File: config.mk
export PLATFORM = sky130hd
export DESIGN_NAME = seq_arbiter_flat
export DESIGN_NICKNAME = d
export VERILOG_FILES = /design/src/rtl/seq_arbiter_pkg.sv /design/src/rtl/seq_arbiter_if.sv /design/src/rtl/seq_arbiter_req_debounce.sv /design/src/rtl/seq_arbiter.sv /design/src/flat_wrapper.sv
export SDC_FILE = /design/constraint.sdc
export NUM_CORES = 1
export LEC_CHECK = 0
export CORE_ASPECT_RATIO = 1.2
export CORE_UTILIZATION = 29
export DETAILED_ROUTE_END_ITERATION = 8
export PLACE_DENSITY_LB_ADDON = 0.15
export SLEW_MARGIN = 25
export SYNTH_ARGS = -nofsm -noshare
export SYNTH_HDL_FRONTEND = slang
export SYNTH_SLANG_ARGS = --single-unit
File: constraint.sdc
create_clock -name clk -period 4.5 [get_ports clk]
set_clock_uncertainty 0.2 [all_clocks]
set_input_delay 1.125 -clock clk [delete_from_list [all_inputs] [get_ports clk]]
set_output_delay 1.125 -clock clk [all_outputs]
set_load 0.005 [all_outputs]
File: src/rtl/seq_arbiter_pkg.sv
// Shared definitions for the seq_arbiter block: FSM state encodings,
// 12 MHz default timing constants and the round-robin winner picker.
package seq_arbiter_pkg;

  typedef enum logic [1:0] {
    ST_IDLE    = 2'd0,
    ST_GRANT   = 2'd1,
    ST_WAIT    = 2'd2,
    ST_RELEASE = 2'd3
  } arb_state_t;

  // 1 ms debounce window and 1 s done-timeout at 12 MHz
  localparam int DEF_CLK_ITER_MAX = 11999;
  localparam int DEF_TIMEOUT_MAX  = 11999999;

  // First set bit of req[n-1:0] scanning upward from ptr, wrapping at n.
  // Vectors are sized for the largest supported requester count (8).
  function automatic logic [2:0] rr_pick(input logic [7:0] req,
                                         input logic [2:0] ptr,
                                         input int         n);
    logic [2:0] pick;
    logic       found;
    int         idx;
    pick  = ptr;
    found = 1'b0;
    for (int k = 0; k < 8; k++) begin
      if (k < n) begin
        idx = int'(ptr) + k;
        if (idx >= n) idx = idx - n;
        if (!found && req[idx[2:0]]) begin
          pick  = idx[2:0];
          found = 1'b1;
        end
      end
    end
    return pick;
  endfunction

endpackage

File: src/rtl/seq_arbiter_if.sv
// Button/sequencer handshake bundle for seq_arbiter.
// slave: the arbiter side; master: the board/sequencer side.
interface seq_arbiter_if #(
  parameter int NUM_REQ = 4
);
  logic [NUM_REQ-1:0] reqInput;
  logic               doneSig;
  logic               goOut;
  logic [NUM_REQ-1:0] grant;
  logic               busy;
  logic               timeoutSig;

  modport master (
    output reqInput, doneSig,
    input  goOut, grant, busy, timeoutSig
  );

  modport slave (
    input  reqInput, doneSig,
    output goOut, grant, busy, timeoutSig
  );
endinterface

File: src/rtl/seq_arbiter_req_debounce.sv
// req_debounce: 2-flop synchroniser, debounce counter and a registered
// rising-edge pulse for one raw push-button input.
module req_debounce #(
  parameter int CLK_ITER_WIDTH = 16,
  parameter int CLK_ITER_MAX   = 11999
) (
  input  logic clk,
  input  logic rstN,
  input  logic raw,
  output logic rise
);

  logic                      sync_p0, sync_p1;
  logic                      deb, deb_d;
  logic                      rise_q;
  logic [CLK_ITER_WIDTH-1:0] cnt;

  // Synchronise, debounce (level flips after CLK_ITER_MAX+1 disagreeing
  // cycles) and register a pulse on each debounced rising edge.
  always_ff @(posedge clk or negedge rstN) begin
    if (!rstN) begin
      sync_p0 <= 1'b0;
      sync_p1 <= 1'b0;
      deb     <= 1'b0;
      deb_d   <= 1'b0;
      rise_q  <= 1'b0;
      cnt     <= '0;
    end else begin
      sync_p0 <= raw;
      sync_p1 <= sync_p0;
      if (sync_p1 == deb) begin
        cnt <= '0;
      end else if (cnt == CLK_ITER_WIDTH'(CLK_ITER_MAX)) begin
        deb <= sync_p1;
        cnt <= '0;
      end else begin
        cnt <= cnt + 1'b1;
      end
      deb_d  <= deb;
      rise_q <= deb & ~deb_d;
    end
  end

  assign rise = rise_q;

endmodule

File: src/rtl/seq_arbiter.sv
// seq_arbiter: round-robin sharing of one LED sequencer between NUM_REQ
// debounced push buttons. Optional WAIT timeout: define
// SEQ_ARBITER_TIMEOUT_EN to enable it (default build has no timeout).
module seq_arbiter
  import seq_arbiter_pkg::*;
#(
  parameter int NUM_REQ        = 4,
  parameter int CLK_ITER_WIDTH = 16,
  parameter int CLK_ITER_MAX   = DEF_CLK_ITER_MAX,
  parameter int TIMEOUT_WIDTH  = 24,
  parameter int TIMEOUT_MAX    = DEF_TIMEOUT_MAX
) (
  input  logic          clk,
  input  logic          rstN,
  seq_arbiter_if.slave  bus
);

  arb_state_t         state, state_nxt;
  logic [2:0]         owner, owner_nxt;
  logic [2:0]         ptr, ptr_nxt;
  logic [NUM_REQ-1:0] pending, clr, rise, owner_oh;
  logic               tmo_hit;

  for (genvar i = 0; i < NUM_REQ; i++) begin : g_deb
    req_debounce #(
      .CLK_ITER_WIDTH (CLK_ITER_WIDTH),
      .CLK_ITER_MAX   (CLK_ITER_MAX)
    ) u_deb (
      .clk  (clk),
      .rstN (rstN),
      .raw  (bus.reqInput[i]),
      .rise (rise[i])
    );
  end

`ifdef SEQ_ARBITER_TIMEOUT_EN
  logic [TIMEOUT_WIDTH-1:0] tmo_cnt;

  // Count cycles spent in WAIT, starting from 0 on entry.
  always_ff @(posedge clk or negedge rstN) begin
    if (!rstN)                tmo_cnt <= '0;
    else if (state == ST_WAIT) tmo_cnt <= tmo_cnt + 1'b1;
    else                      tmo_cnt <= '0;
  end

  // doneSig in the terminal cycle wins over the abort.
  assign tmo_hit = (state == ST_WAIT) && !bus.doneSig &&
                   (tmo_cnt == TIMEOUT_WIDTH'(TIMEOUT_MAX));
`else
  logic unused_tmo_cfg;
  assign unused_tmo_cfg = ^{TIMEOUT_WIDTH, TIMEOUT_MAX};
  assign tmo_hit        = 1'b0;
`endif

  // One-hot decode of the current owner index.
  always_comb begin
    owner_oh = '0;
    for (int i = 0; i < NUM_REQ; i++) owner_oh[i] = (owner == 3'(i));
  end

  // Next state, winner selection, pointer advance and pending clear.
  always_comb begin
    state_nxt = state;
    owner_nxt = owner;
    ptr_nxt   = ptr;
    clr       = '0;
    case (state)
      ST_IDLE: begin
        if (|pending) begin
          owner_nxt = rr_pick(8'(pending), ptr, NUM_REQ);
          state_nxt = ST_GRANT;
        end
      end
      ST_GRANT: begin
        clr       = owner_oh;
        state_nxt = ST_WAIT;
      end
      ST_WAIT: begin
        if (bus.doneSig || tmo_hit) state_nxt = ST_RELEASE;
      end
      ST_RELEASE: begin
        ptr_nxt   = (owner == 3'(NUM_REQ - 1)) ? 3'd0 : owner + 3'd1;
        state_nxt = ST_IDLE;
      end
      default: state_nxt = ST_IDLE;
    endcase
  end

  // State, owner, pointer and pending registers; a new press on the owner
  // during its GRANT cycle survives the clear.
  always_ff @(posedge clk or negedge rstN) begin
    if (!rstN) begin
      state   <= ST_IDLE;
      owner   <= 3'd0;
      ptr     <= 3'd0;
      pending <= '0;
    end else begin
      state   <= state_nxt;
      owner   <= owner_nxt;
      ptr     <= ptr_nxt;
      pending <= (pending & ~clr) | rise;
    end
  end

  assign bus.goOut      = (state == ST_GRANT);
  assign bus.grant      = (state == ST_IDLE) ? '0 : owner_oh;
  assign bus.busy       = (state != ST_IDLE);
  assign bus.timeoutSig = tmo_hit;

endmodule
File: src/flat_wrapper.sv
// flat-port wrapper written by rule: the top's interface ports become plain ports
module seq_arbiter_flat import seq_arbiter_pkg::*;
#(
  parameter int NUM_REQ        = 4,
  parameter int CLK_ITER_WIDTH = 16,
  parameter int CLK_ITER_MAX   = DEF_CLK_ITER_MAX,
  parameter int TIMEOUT_WIDTH  = 24,
  parameter int TIMEOUT_MAX    = DEF_TIMEOUT_MAX
)
  (clk, rstN, bus_reqInput, bus_doneSig, bus_goOut, bus_grant, bus_busy, bus_timeoutSig);
  seq_arbiter_if #(.NUM_REQ(NUM_REQ)) bus_i ();
  input  logic clk;
  input  logic rstN;
  input wire logic [$bits(bus_i.reqInput)-1:0] bus_reqInput;
  input wire logic [$bits(bus_i.doneSig)-1:0] bus_doneSig;
  output wire logic [$bits(bus_i.goOut)-1:0] bus_goOut;
  output wire logic [$bits(bus_i.grant)-1:0] bus_grant;
  output wire logic [$bits(bus_i.busy)-1:0] bus_busy;
  output wire logic [$bits(bus_i.timeoutSig)-1:0] bus_timeoutSig;
  assign bus_i.reqInput = bus_reqInput;
  assign bus_i.doneSig = bus_doneSig;
  assign bus_goOut = bus_i.goOut;
  assign bus_grant = bus_i.grant;
  assign bus_busy = bus_i.busy;
  assign bus_timeoutSig = bus_i.timeoutSig;
  seq_arbiter #(.NUM_REQ(NUM_REQ), .CLK_ITER_WIDTH(CLK_ITER_WIDTH), .CLK_ITER_MAX(CLK_ITER_MAX), .TIMEOUT_WIDTH(TIMEOUT_WIDTH), .TIMEOUT_MAX(TIMEOUT_MAX)) u_core (.clk(clk), .rstN(rstN), .bus(bus_i));
endmodule
### Word level (Yosys, flattened, before mapping)

Index checks and enable logic that the tools add are counted.

| word-level totals | value |
|---|---|
| bits in read-only memories | 0 |
| memories kept | 0 |
| output and inout bits | 7 |
| RAM bits | 0 |
| flip-flop bits (word level) | 96 |
| word-level logic and storage cells | 142 |
| input port bits | 7 |
| latch bits | 0 |

| cells by class | value |
|---|---|
| multipliers | 0 |
| reductions and logical operators | 16 |
| div/mod/pow operators | 0 |
| shift operators | 0 |
| equal/unequal tests | 16 |
| add/sub/neg operators | 12 |
| mux-type cells | 47 |
| order comparisons | 8 |
| bitwise logic cells | 15 |

Operator list:

| operator | count |
|---|---|
| $mux 16 | 8 |
| $add 16x1->16 const B | 4 |
| $eq 16x14->1 const B | 4 |
| $mux 3 | 17 |
| $lt 3x4->1 const B | 4 |
| $mux 1 | 13 |
| $bmux 1 s3 | 4 |
| $ge 4x3->1 const B | 3 |
| $reduce_and 2->1 | 6 |
| $sub 3x3->3 const B | 4 |
| $add 3x2->4 const B | 2 |
| $mux 4 | 2 |
| $not 1->1 | 8 |
| $pmux 2 s4 | 1 |
| $eq 3x2->1 const B | 2 |
| $add 3x1->4 const B | 1 |
| $and 1x1->1 | 4 |
| $and 4x4->4 | 1 |
| $eq 1x1->1 | 4 |
| $eq 2x2->1 const B | 2 |
| $mux 2 | 2 |
| $not 4->4 | 1 |
| $or 4x4->4 | 1 |
| $reduce_or 4->1 | 1 |
| 11 further kinds | 15 |

### Longest topological paths before layout

Gate-level depths: netlist (run 1).

| logic depth | value |
|---|---|
| word-level depth | 22 |
| mapped depth | 8 |
| depth with buffers taken out | 6 |

### By module

A second synthesis (run 1) with hierarchy kept.

| unflattened totals | value |
|---|---|
| cell total of the unflattened synthesis | 461 |
| area total of the unflattened synthesis | 4720.8 um^2 |

Modules (own cells, without submodules):

| module | sequential area each (um^2) | cells each | instances | area an instance (um^2) |
|---|---|---|---|---|
| req_debounce | 525.5 | 90 | 4 | 947.2 |
| seq_arbiter | 300.3 | 101 | 1 | 932.1 |

### Least setup slack after synthesis (run 1)

Ideal clock, no wire load.

| path | value |
|---|---|
| kind | reg-to-reg |
| from | register u_core.ptr[0] |
| to | register u_core.owner[1] |
| setup slack | 2138 ps |
| data arrival time | 2052 ps |
| stages on the path, launching flop included | 8 |
| library setup time | 110 ps |
| period minus slack after synthesis | 2362 ps |
| buffers on the path | 1 |
| data required time | 4190 ps |
| path through | dfrtp_1 -> buf_4 -> inv_1 -> ha_1 -> mux4_2 -> o21ai_0 -> mux2_2 -> o41ai_1 |

| on the way | value |
|---|---|
| cells in the longest elaborated chain, start to end | 22 |
| elaborated cells between the ends (all ways) | 50 |
| classes of those cells | add/sub: 7; order compare: 4; mux: 33; reduce/logical: 6 |

Ends and longest elaborated chain:

| item | RTL line | RTL |
|---|---|---|
| from (decl) | seq_arbiter.sv:20 | `logic [2:0] ptr, ptr_nxt;` |
| from (signal assigned) | seq_arbiter.sv:100 | `ptr <= ptr_nxt;` |
| $sub 3x3->3 / $ge 3x3->1 (equally long branches) | seq_arbiter_pkg.sv:29 | `if (idx >= n) idx = idx - n;` |
| $mux 3 | seq_arbiter_pkg.sv:29 |  |
| $mux 3 | seq_arbiter.sv:69 | `if (\|pending) begin` |
| $mux 3 | seq_arbiter.sv:67 | `case (state)` |
| $bmux 1 s3 | seq_arbiter_pkg.sv:30 | `if (!found && req[idx[2:0]]) begin` |
| $mux 1 (not written as such) | seq_arbiter_pkg.sv:30 |  |
| $mux 1 | seq_arbiter_pkg.sv:30 |  |
| $mux 1 | seq_arbiter.sv:69 |  |
| (+6 left out) | n/a |  |
| $logic_not 1->1 | seq_arbiter_pkg.sv:30 |  |
| $logic_and 1x1->1 | seq_arbiter_pkg.sv:30 |  |
| $mux 1 | seq_arbiter_pkg.sv:30 |  |
| $mux 1 | seq_arbiter.sv:69 |  |
| $mux 1 | seq_arbiter.sv:67 |  |
| $logic_not 1->1 | seq_arbiter_pkg.sv:30 |  |
| $logic_and 1x1->1 | seq_arbiter_pkg.sv:30 |  |
| $mux 3 (*) | seq_arbiter_pkg.sv:30 |  |
| to (signal assigned) | seq_arbiter.sv:99 | `owner <= owner_nxt;` |
| to (decl) | seq_arbiter.sv:19 | `logic [2:0] owner, owner_nxt;` |

Every way passes the cells marked *; elsewhere a longest branch is shown, timed or not. The select of a mux whose other input is x is not followed.
A chain may end at the register's enable or synchronous reset.

### Worst setup path in the final report (run 1)

| path | value |
|---|---|
| from | register u_core.state[0] |
| to | output bus_grant[2] |

| on the way | value |
|---|---|
| cells in the longest elaborated chain, start to end | 2 |

Ends and longest elaborated chain:

| item | RTL line | RTL |
|---|---|---|
| from (decl) | seq_arbiter.sv:18 | `arb_state_t state, state_nxt;` |
| from (signal assigned) | seq_arbiter.sv:98 | `state <= state_nxt;` |
| $logic_not 2->1 | seq_arbiter.sv:106 | `assign bus.grant = (state == ST_IDLE) ? '0 : owner_oh;` |
| $mux 4 | seq_arbiter.sv:106 |  |
| to (decl) | flat_wrapper.sv:17 | `output wire logic [$bits(bus_i.grant)-1:0] bus_grant;` |

No other way between the ends.

==> flow_metrics.tcl, run 1 <==
set metrics [dict create \
    worst_slack_ns 1.25 \
    via_per_inst 4.79 \
    cts_max_path_buffers 2 \
    wl_per_cell_um 12.6 \
    critPathMaxFanout 5 \
    grt_use_met3_pct 1.38 \
    postRouteAntennaNets 0 \
    postCtsSetupBuffers 0 \
    grt_pass1_wl_mm 15.5 \
    crit_start "u_core.state[0]$_DFFE_PN0P_" \
    rows 50 \
    rsz0062_at_grt "false" \
    critPathCaptureType "output pin" \
    initial_utilization_pct 29.8 \
    firstDrtPassIters 4 \
    yosysUniqueCellTypes 46 \
    syn_to_final_growth_pct 13.4 \
    postSynthAreaPerCell_um2 10.3 \
    setup_tns_ns 0 \
    grt_max_degree 63 \
    r2r_start "u_core.ptr[0]$_DFFE_PN0N_" \
    clk_pin_slew_ns 0.07 \
    drive_above_1_share_pct 8.09 \
    regArea_mm2 0.00240 \
    final_cell_mix "dfrtp_1, nor2_1, nand2_1" \
    maxCapViolations 0 \
    dp_slack_ns 1.60 \
    run_status "finished clean" \
    hp-class "flop to flop" \
    final_nets 486 \
    vias 3251 \
    max_slew_margin_pct 48.0 \
    r2r-end "u_core.owner[1]$_DFFE_PN0P_" \
    max_freq_mhz 307 \
    start_kind "flop" \
    synth_area_mm2 0.00468 \
    fin_crit_ns 3.25 \
    r2r_cells 6 \
    cts.sinks 96 \
    die_h_um 141 \
    maxSlewViolCount 0 \
    synth_edf_count 0 \
    final_common_cell "dfrtp_1" \
    reg2reg_slack_ns 1.76 \
    synth_seq_cells 96 \
    clk-insertion-delay-late_ns 0.34 \
    worst_ep_arrival_time_ns 1.93 \
    path_class "flop to output pin" \
    grtUsageTotal_pct 11.4 \
    cts_max_level 3 \
    setup_viol 0 \
    overflow 0 \
    cp.required_ns 3.17 \
    grt_use_met2_pct 18.3 \
    top_usage_layer "met2" \
    multiInputGateArea_mm2 0.00214 \
    p_per_area_mw_per_mm2 321 \
    antennaDiodeCount 0 \
    ctsResizeCount 0 \
    synthFlopType "dfrtp_1" \
    min_delay_path_depth 0 \
    hold_viol_final 0 \
    synth_fp_nets 476 \
    min_to "u_core.g_deb[1].u_deb.sync_p1$_DFF_PN0_" \
    grt_pass1_vias 3237 \
    cts_root_buffer "clkbuf_16" \
    drc 0 \
    ys_seq_area_share_pct 51.3 \
    cts_tree "built" \
    yosys_warnings 0 \
    antenna_found_initial 0 \
    synthesis.instances 455 \
    hold_buffers 0 \
    grt_use_met1_pct 15.1 \
    fillers 1588 \
    core_mm2 0.0157 \
    cts_buffers 9 \
    hp-start "u_core.g_deb[1].u_deb.sync_p0$_DFF_PN0_" \
    die_width_um 118 \
    io_pins 14 \
    ir_worst_vdd_uv 151 \
    place_hpwl_mm 5.95 \
    drtIter0Drc 108 \
    portBuffers 12 \
    place_congestion 0.775 \
    power.leakage_uw 0.00226 \
    dieArea_mm2 0.0167 \
    drt_wl_total_mm 8.56 \
    worst_pin_slew_ns 0.780 \
    synth_async_sr_flop_share_pct 100 \
    min_period_over_period_pct 72.3 \
]
-- cells by family after synthesis --
group,after synthesis,share of synthesized area [%]
simple gates,204,23.7
fa+ha+maj,14,3.74
compound gates,47,6.04
buf+inv,35,3.10
other cells,1,0.0801
xor+xnor,48,8.97
flops,96,51.3
mux,10,3.10
-- cells in the mapped netlist, drive strengths merged (7+ instances only) --
cell type	count	share of area [%]
a21oi	14	1.5
and2	10	1.3
and4	16	3.0
clkbuf	9	0.75
dfrtp	96	51
ha	14	3.7
inv	20	1.6
nand2	30	2.4
nand3	18	2.0
nand4	18	2.4
nor2	59	4.7
nor2b	7	0.93
o21ai	16	1.7
or3	11	1.5
xnor2	21	3.9
xor2	27	5.0
-- final cells by class --
type / count / share of cell area (%)
clock buffer: 10 / 4.31
sequential: 96 / 45.2
clock inverter: 6 / 1.27
inverter: 20 / 1.41
multi-input combinational: 324 / 40.4
timing repair buffer: 14 / 2.50
tap: 208 / 4.90
-- worst max path at each step --
stage,to,cells past startpoint
3_3_place_gp,bus_grant[0],5
5_1_grt,bus_grant[1],5
6_report,bus_grant[2],5
4_1_cts,bus_grant[2],5
3_5_place_dp,bus_grant[2],5
2_1_floorplan,u_core.owner[1]$_DFFE_PN0P_,7
-- per-stage QoR --
stage,power [uW],cells,util (%),hold WS [ns],cell area [um2]
2_1_floorplan,926,455,-,0.131,4680
3_3_place_gp,956,662,31.9,0.140,5010
3_5_place_dp,956,662,31.9,0.135,5010
4_1_cts,1740,678,33.8,0.142,5310
5_1_grt,1780,678,33.8,0.159,5310
6_report,1700,678,33.8,0.141,5310
-- critical path, stage by stage (launching register included) --
cell and delay, ns:
dfrtp_1 0.40, inv_1 0.08, ha_1 0.26, nor2_1 0.20
and2_1 0.15, clkdlybuf4s50_1 0.49
-- sequential cells by signal, summed over array words and instances (netlist names) --
| name | cells |
|---|---|
| u_core.state | 2 |
| u_core.g_deb.u_deb.cnt | 64 |
| u_core.pending | 4 |
| u_core.g_deb.u_deb.rise | 4 |
| u_core.g_deb.u_deb.sync_p1 | 4 |
| u_core.g_deb.u_deb.sync_p0 | 4 |
| u_core.g_deb.u_deb.deb | 4 |
| u_core.owner | 3 |
| u_core.ptr | 3 |
| u_core.g_deb.u_deb.deb_d | 4 |
-- report_power, final --
group	internal, uW	switching, uW
registers	875	10.3
clock network	433	334
logic	16.4	34.8
total	1320	379
-- per-layer routing --
metal  wire length [um]  up-vias
met4                162        0
met1               4300     1615
met2               3980       25
li1                   -     1601
met5                  0        -
met3                114       10
Note: power is estimated with default switching activity, not from simulation.
==> inputs of run 2 (changes only) <==
- clock period: 4.5 -> 2.8 ns (I/O delays scaled with it)
==> run 2 against run 1 <==
  * Critical endpoint is now bus_grant[1]
  * Routed wire length up 0.79%
  * Clock-buffer cell count up 1
  * Via count down 1.4%
==> flow_metrics.tcl, run 2 (same netlist as run 1, synthesis figures left out) <==
set metrics [dict create \
    min_period_over_period_pct 94.5 \
    maxSlewViolCount 0 \
    final_common_cell "dfrtp_1" \
    dieArea_mm2 0.0167 \
    r2r_start "u_core.ptr[1]$_DFFE_PN0N_" \
    critPathMaxFanout 5 \
    io_pins 14 \
    portBuffers 12 \
    rsz0062_at_grt "false" \
    cts_max_level 3 \
    rows 50 \
    start_kind "flop" \
    top_register "u_core.g_deb.u_deb.cnt" \
    syn_to_final_growth_pct 13.8 \
    run_status "finished clean" \
    setup_tns_ns 0 \
    place_hpwl_mm 5.91 \
    dp_slack_ns 0.300 \
    antennaDiodeCount 0 \
    max_slew_margin_pct 60.9 \
    final_nets 489 \
    overflow 0 \
    hold_viol_final 0 \
    place_congestion 0.817 \
    initial_utilization_pct 29.8 \
    setup_viol 0 \
    cp.required_ns 1.90 \
    hp-class "input port to asynchronous set/reset pin" \
    power.leakage_uw 0.00228 \
    drc 0 \
    clk_pin_slew_ns 0.07 \
    via_per_inst 4.71 \
    grt_pass1_wl_mm 15.1 \
    final_cell_mix "dfrtp_1, nor2_1, nand2_1" \
    die_width_um 118 \
    cts_buffers 9 \
    critPathCaptureType "output pin" \
    wl_per_cell_um 12.7 \
    cts_tree "built" \
    power_uw 2690 \
    path_class "flop to output pin" \
    largest_reg_flops 64 \
    antenna_found_initial 0 \
    die_h_um 141 \
    clk-insertion-delay-late_ns 0.35 \
    cts_max_path_buffers 2 \
    grt_pass1_vias 3215 \
    max_freq_mhz 378 \
    drtIter0Drc 164 \
    grtUsageTotal_pct 11.2 \
    r2r-end "u_core.owner[1]$_DFFE_PN0P_" \
    worst_slack_ns 0.155 \
    fin_crit_ns 2.65 \
    maxCapViolations 0 \
    fillers 1582 \
    grt_max_degree 56 \
    ir_worst_vdd_uv 246 \
    drive_above_1_share_pct 9.09 \
    worst_pin_slew_ns 0.580 \
    reg2reg_slack_ns 0.25 \
    design_area_mm2 0.00533 \
    dpl-instance-area_mm2 0.00503 \
    r2r_cells 6 \
    cts.sinks 96 \
    p_per_area_mw_per_mm2 504 \
    core_mm2 0.0157 \
    drt_wl_total_mm 8.63 \
    postRouteAntennaNets 0 \
    vias 3206 \
    worst_ep_arrival_time_ns 1.75 \
    firstDrtPassIters 4 \
    cts_root_buffer "clkbuf_16" \
]
==> run 2: repair_timing <==
item	4_1_cts	5_1_grt
gates resized for setup	1	1
hold endpoints to repair	0	0
setup buffers	0	1
hold buffers	0	0
pin swaps	0	1
endpoints found under the setup margin	4	4
==> run 2: stage by stage <==
step / hold slack, ns / instances / util [%]
global route: 0.0471 / 681 / 34.0
global placement: 0.134 / 664 / 32.1
detailed placement: 0.135 / 664 / 32.1
finish: 0.0359 / 681 / 34.0
CTS: 0.0431 / 680 / 33.9
floorplan: 0.131 / 455 / -
==> run 2: worst max path at each step <==
stage / start / slack (ns) / endpoint / depth (start not counted)
2_1_floorplan: u_core.ptr[0]$_DFFE_PN0N_ / 0.44 / u_core.owner[1]$_DFFE_PN0P_ / 7
3_3_place_gp: u_core.ptr[1]$_DFFE_PN0N_ / 0.37 / u_core.owner[1]$_DFFE_PN0P_ / 6
3_5_place_dp: u_core.ptr[1]$_DFFE_PN0N_ / 0.30 / u_core.owner[1]$_DFFE_PN0P_ / 6
4_1_cts: u_core.state[0]$_DFFE_PN0P_ / 0.007 / bus_grant[1] / 5
5_1_grt: u_core.state[1]$_DFFE_PN0P_ / 0.02 / bus_grant[2] / 5
6_report: u_core.state[1]$_DFFE_PN0P_ / 0.15 / bus_grant[1] / 5
==> run 2: cell type report <==
class	count	area [um2]	share of cell area, %
clock buffers	11	253	4.74
multi-input cells	324	2140	40.2
clock inverters	5	31.3	0.587
inverters	20	75.1	1.41
flip-flops and latches	96	2400	45.1
well taps	208	260	4.88
repair buffers	17	168	3.14
==> run 2: critical path: stages, from the launching register on <==
cell,delay [ns]
dfrtp_1,0.38
inv_1,0.08
ha_2,0.21
nor2_2,0.12
and2_1,0.13
clkdlybuf4s50_1,0.49
==> run 2: power breakdown <==
part | switching (uW) | internal, uW | leakage (uW)
combinational | 56.8 | 28.4 | 0.000828
sequential | 16.7 | 1410 | 0.00131
clock | 533 | 648 | 0.000141
total | 606 | 2080 | 0.00228
==> run 2: layer usage <==
| layer | GRT usage [%] | part of all wire, % | routed length (um) | up-vias |
|---|---|---|---|---|
| met3 | 2.14 | 3.0 | 260 | 9 |
| met5 | 0 | 0 | 0 | - |
| met1 | 14.3 | 48 | 4120 | 1550 |
| li1 | - | - | - | 1602 |
| met2 | 18.1 | 47 | 4080 | 45 |
| met4 | 5.74 | 1.9 | 161 | 0 |
==> inputs of run 3 (changes only) <==
- SLEW_MARGIN: 25 -> 20
==> results of run 3 <==
The final DEF is identical to that of run 2; final timing and power are the same.
